<file path="src/rtl/led_flash_pwm.sv">
// Multi-channel LED blink/PWM generator with double-buffered per-channel config.
// New settings land at a period boundary (or at once from OFF/ON) so LEDs never glitch.
module led_flash_pwm #(
  parameter int NCH      = 4,
  parameter int CW       = 16,
  parameter int PRESCALE = 1,
  parameter int BW       = 8,
  parameter int ACT_LOW  = 0,
  localparam int CHW     = (NCH > 1) ? $clog2(NCH) : 1
) (
  input  logic           clk,
  input  logic           rst,
  input  logic           cfg_we,
  input  logic [CHW-1:0] cfg_ch,
  input  logic [1:0]     cfg_mode,
  input  logic [CW-1:0]  cfg_on,
  input  logic [CW-1:0]  cfg_period,
  input  logic [BW-1:0]  cfg_burst,
  output logic [NCH-1:0] cfg_pending,
  output logic [NCH-1:0] burst_done,
  output logic [NCH-1:0] led_out
);

  typedef enum logic [1:0] {
    MODE_OFF   = 2'b00,
    MODE_ON    = 2'b01,
    MODE_PWM   = 2'b10,
    MODE_BURST = 2'b11
  } mode_t;

  localparam int PW = (PRESCALE > 1) ? $clog2(PRESCALE) : 1;
  localparam logic [NCH-1:0] INACTIVE = (ACT_LOW != 0) ? {NCH{1'b1}} : {NCH{1'b0}};

  logic [PW-1:0]  pre_cnt;
  logic           tick;

  mode_t          mode       [NCH];
  mode_t          mode_nx    [NCH];
  logic [CW-1:0]  on_time    [NCH];
  logic [CW-1:0]  on_nx      [NCH];
  logic [CW-1:0]  period     [NCH];
  logic [CW-1:0]  period_nx  [NCH];
  logic [CW-1:0]  cnt        [NCH];
  logic [CW-1:0]  cnt_nx     [NCH];
  logic [CW-1:0]  p_last     [NCH];
  logic [BW-1:0]  burst_left [NCH];
  logic [BW-1:0]  burst_nx   [NCH];

  mode_t          sh_mode    [NCH];
  logic [CW-1:0]  sh_on      [NCH];
  logic [CW-1:0]  sh_period  [NCH];
  logic [BW-1:0]  sh_burst   [NCH];

  logic [NCH-1:0] wr;
  logic [NCH-1:0] running;
  logic [NCH-1:0] eop;
  logic [NCH-1:0] pending_nx;
  logic [NCH-1:0] done_nx;
  logic [NCH-1:0] level;

  assign tick = (pre_cnt == PW'(PRESCALE - 1));

  always_ff @(posedge clk) begin
    if (rst || tick) pre_cnt <= '0;
    else             pre_cnt <= pre_cnt + 1'b1;
  end

  // Period 0 behaves like period 1, so the last count index is clamped at 0.
  always_comb begin
    for (int i = 0; i < NCH; i++) begin
      wr[i]      = cfg_we && (int'(cfg_ch) == i);
      p_last[i]  = (period[i] == '0) ? '0 : period[i] - 1'b1;
      running[i] = (mode[i] == MODE_PWM) || (mode[i] == MODE_BURST);
      eop[i]     = running[i] && tick && (cnt[i] >= p_last[i]);
    end
  end

  always_ff @(posedge clk) begin
    for (int i = 0; i < NCH; i++) begin
      if (rst) begin
        sh_mode[i]   <= MODE_OFF;
        sh_on[i]     <= '0;
        sh_period[i] <= '0;
        sh_burst[i]  <= '0;
      end else if (wr[i]) begin
        sh_mode[i]   <= mode_t'(cfg_mode);
        sh_on[i]     <= cfg_on;
        sh_period[i] <= cfg_period;
        sh_burst[i]  <= cfg_burst;
      end
    end
  end

  always_ff @(posedge clk) begin
    if (rst) begin
      for (int i = 0; i < NCH; i++) begin
        mode[i]       <= MODE_OFF;
        on_time[i]    <= '0;
        period[i]     <= '0;
        cnt[i]        <= '0;
        burst_left[i] <= '0;
      end
      cfg_pending <= '0;
      burst_done  <= '0;
      led_out     <= INACTIVE;
    end else begin
      for (int i = 0; i < NCH; i++) begin
        mode[i]       <= mode_nx[i];
        on_time[i]    <= on_nx[i];
        period[i]     <= period_nx[i];
        cnt[i]        <= cnt_nx[i];
        burst_left[i] <= burst_nx[i];
      end
      cfg_pending <= pending_nx;
      burst_done  <= done_nx;
      led_out     <= level ^ INACTIVE;
    end
  end

  // A transfer overrides the counter/burst update of the same cycle; a write in that
  // cycle still lands in the shadow and keeps the channel pending.
  always_comb begin
    for (int i = 0; i < NCH; i++) begin
      mode_nx[i]    = mode[i];
      on_nx[i]      = on_time[i];
      period_nx[i]  = period[i];
      cnt_nx[i]     = cnt[i];
      burst_nx[i]   = burst_left[i];
      pending_nx[i] = cfg_pending[i];
      done_nx[i]    = 1'b0;

      if (running[i] && tick)
        cnt_nx[i] = eop[i] ? '0 : cnt[i] + 1'b1;

      if ((mode[i] == MODE_BURST) && eop[i]) begin
        if (burst_left[i] <= BW'(1)) begin
          mode_nx[i]  = MODE_OFF;
          burst_nx[i] = '0;
          done_nx[i]  = 1'b1;
        end else begin
          burst_nx[i] = burst_left[i] - 1'b1;
        end
      end

      if (cfg_pending[i] && (!running[i] || eop[i])) begin
        mode_nx[i]    = sh_mode[i];
        on_nx[i]      = sh_on[i];
        period_nx[i]  = sh_period[i];
        cnt_nx[i]     = '0;
        burst_nx[i]   = sh_burst[i];
        pending_nx[i] = 1'b0;
        if ((sh_mode[i] == MODE_BURST) && (sh_burst[i] == '0)) begin
          mode_nx[i] = MODE_OFF;
          done_nx[i] = 1'b1;
        end
      end

      if (wr[i])
        pending_nx[i] = 1'b1;
    end
  end

  always_comb begin
    level = '0;
    for (int i = 0; i < NCH; i++) begin
      case (mode[i])
        MODE_OFF: level[i] = 1'b0;
        MODE_ON:  level[i] = 1'b1;
        default:  level[i] = (cnt[i] < on_time[i]);
      endcase
    end
  end

endmodule

</file>
<file path="config.mk">
export PLATFORM = sky130hd
export DESIGN_NAME = led_flash_pwm
export DESIGN_NICKNAME = d
export VERILOG_FILES = /design/src/rtl/led_flash_pwm.sv
export SDC_FILE = /design/constraint.sdc
export NUM_CORES = 1
export LEC_CHECK = 0
export ABC_AREA = 0
export CAP_MARGIN = 20
export CELL_PAD_IN_SITES_DETAIL_PLACEMENT = 1
export CELL_PAD_IN_SITES_GLOBAL_PLACEMENT = 1
export CORE_MARGIN = 5
export CORE_UTILIZATION = 43
export DETAILED_ROUTE_END_ITERATION = 8
export PLACE_DENSITY_LB_ADDON = 0.05
export SYNTH_ARGS = -nofsm -noshare
export SYNTH_HDL_FRONTEND = slang
export SYNTH_SLANG_ARGS = --single-unit
</file>
<file path="constraint.sdc">
create_clock -name clk -period 6.4 [get_ports clk]
set_clock_uncertainty 0.2 [all_clocks]
set_input_delay 1.28 -clock clk [delete_from_list [all_inputs] [get_ports clk]]
set_output_delay 1.28 -clock clk [all_outputs]
set_load 0.05 [all_outputs]
</file>
==> results.toml <==
[floorplanning]
rows = 80
die_area_mm2 = 0.0532
io_pins = 59
die_width_um = 231
core_mm2 = 0.0479
initial_utilization_pct = 43.7
die_h_um = 231

[power]
combPwrFrac_pct = 10.7
p_sw_mw = 1.58
ir_drop_mv = 0.166
power_frac_seq_pct = 46.6
clkPwrFrac_pct = 42.7
cellInternalPower_mw = 4.68
swShare_pct = 25.3
powerDensity_mw_per_mm2 = 265
p_leak_nw = 9.05

[placement]
dp_hpwl_mm = 41.6
place_area_mm2 = 0.0221
pre_cts_slack_ns = 1.26
io_buffers = 58
place_congestion = 0.840

[finish]
area_growth_pct = 12.9
layout_common_cells = "dfxtp_1 (245), nand2_1 (203), edfxtp_1 (168)"
fin_util_pct = 49.3
drive_gt1_share_pct = 8.12
layout_commonest_cell = "dfxtp_1"
stdcell_area_mm2 = 0.0236
fin_nets = 2383

[sta]
fin_crit_ns = 5.14
max-slew-margin-rel_pct = 31.1
period_share_pct = 80.4
hold_viol_final = 0
setup_tns_ns = 0
worst_slack_ns = 1.26
rsz0062_at_grt = "no"
setup_violations = 0
fmax_mhz = 194
holdWs_ns = 0.255
final_max_slew_viol_count = 0
worstMarginPinSlew_ns = 1.03

[run]
max_cap_violations = 0

[cts]
insertion_delay_ns = 0.57
cts_tree = "built"
cts_buffer_depth = 3
cts_resized = 0
clkSinkCount = 413
cts_made_buffers = 47
ctsHoldBuffers = 0
cts.htree.levels = 2
clk_pin_slew_ns = 0.06
cts_root_buf = "clkbuf_16"
post_cts_buffers = 0

[global_routing]
grt_remaining_overflow = 0
grt_pass1_wl_mm = 93.9
grt_start_max_net_pins = 83
grt.total_usage_pct = 22.1
antenna_found_initial = 15
grt_pass1_vias = 16600

[routing]
drtIter0Drc = 922
vias = 16000
top_layer = "met5"
wl_met2_mm = 28.5
wl_met3_mm = 2.49
routed_wl_mm = 59.2
drt_pass1_iterations = 5
drt-met1-wl_mm = 26.9
vias_per_cell = 5.60
drc_errors = 0
wl_per_cell_um = 20.8
ant_nets = 0

[logic_synthesis]
syn_nets = 2368
synthFlopType = "dfxtp_1"
yosysTopAreaCellShare_pct = 24.1
synthTopCellsByArea = "edfxtp_1 (24%), dfxtp_1 (23%), ha_1 (8.6%)"
async_reset_ff_share_pct = 0
ys_warn_count = 0
mappedNetlistArea_mm2 = 0.0209
avgSynthCellArea_um2 = 9.62
syn_inst = 2177
synth_top_cell_by_area = "edfxtp_1"
synth-edff-count = 168
synth_seq_cells = 413
synth_cell_types = 61
synth_seq_area_share_pct = 47.5

[critical_path]
crit_fanout = 47
crit_required_ns = 6.66
cp-startpoint = "period[1][10]"
r2r_start = "period[1][10]"
rr_worst_depth = 13
end_kind = "flop"
worstSetupStartpointType = "flop"
criticalPathCategory = "reg2reg"
critical_path_arrival_ns = 5.40

[worst_hold_path]
hold_depth = 2
hold_class = "reg2reg"
hp-start = "on_time[3][7]"

[outcome]
outcome = "completed"
==> critical path: stages, from the launching register on <==
cell and delay, ns:
dfxtp_1 0.36, or4_1 0.55, nor2_1 0.18, nand4_1 0.42, and2_1 0.34, ha_1 0.27
nor2b_1 0.04, o21ai_0 0.16, a41oi_1 0.14, o41ai_1 0.90, o21ai_4 0.37, buf_4 0.39
and2_1 0.35, a311oi_1 0.34
==> cells in the mapped netlist (4+ instances only) <==
cell and count:
xor2_1 66, nand3b_1 6, dfxtp_1 245, o21ai_0 68
o21ai_1 4, and2_1 138, o2111ai_1 8, a211o_1 4
xnor2_1 37, inv_1 96, nand2_1 207, nor2_1 162
buf_1 12, a311oi_1 16, or4_1 21, nand2b_1 18
a21bo_2 66, o211ai_1 5, a31oi_1 22, or3_1 22
edfxtp_1 168, nand3_1 104, mux2i_1 37, nor2b_1 19
a2111oi_0 5, o41ai_1 9, a21o_1 10, o21a_1 7
nor3_1 28, o31ai_1 4, clkbuf_1 94, ha_1 144
a22oi_1 4, and3_1 56, a21oi_1 167, nor4_1 19
nand4_1 30, a211oi_1 8, and4_1 5
==> kinds of logic (layout without fill, tap and decap cells) <==
logic type	Yosys count	in the layout	share of synthesized area, %
xor+xnor	103	103	4.31
mux	37	37	1.77
buf+inv	207	260	3.83
other cells	1	5	0.0179
fa+ha+maj	144	144	8.60
simple gates	846	846	20.4
flops	413	413	47.5
compound gates	426	426	13.6
==> final cells by class <==
cell class | instances | area (um2)
inverters | 96 | 360
multi-input cells | 1557 | 10300
clock buffers | 65 | 1340
fillers | 5353 | 24300
diodes | 4 | 10.0
well taps | 615 | 769
repair buffers | 77 | 769
flip-flops and latches | 413 | 9950
clock inverters | 22 | 188
==> final timing paths <==
| kind | to | slack [ns] |
|---|---|---|
| hold reg to reg | on_time[3][7] | 0.25 |
| hold / removal | on_time[3][7] | 0.25 |
| setup reg to reg | burst_left[0][8] | 1.26 |
| setup / recovery | burst_left[0][8] | 1.26 |
==> power by group through the flow <==
| stage | clock, mW | sequential (mW) | combinational (mW) |
|---|---|---|---|
| detailed placement | 0 | 2.97 | 0.670 |
| global placement | 0 | 2.97 | 0.644 |
| CTS | 2.75 | 2.91 | 0.674 |
| floorplan | 0 | 2.95 | 0.453 |
| global route | 2.87 | 2.92 | 0.754 |
| finish | 2.67 | 2.91 | 0.670 |
==> routing by layer <==
metal | GRT usage, % | vias up
met5 | 0 | -
met4 | 6.32 | 2
met3 | 2.89 | 76
met2 | 37.6 | 248
met1 | 29.8 | 7865
li1 | - | 7760
==> through the flow <==
step	cells	power, mW
global route	2845	6.54
detailed placement	2755	3.64
finish	2849	6.26
floorplan	2177	3.40
global placement	2754	3.61
CTS	2842	6.34
==> state kept, by name, indices dropped and copies added, names as in the netlist, 8 cells and up <==
name        flops
burst_left     32
sh_on          64
sh_burst       32
period         64
sh_period      64
sh_mode         8
cnt            64
mode            8
on_time        64
(Power assumes the default switching activity.)
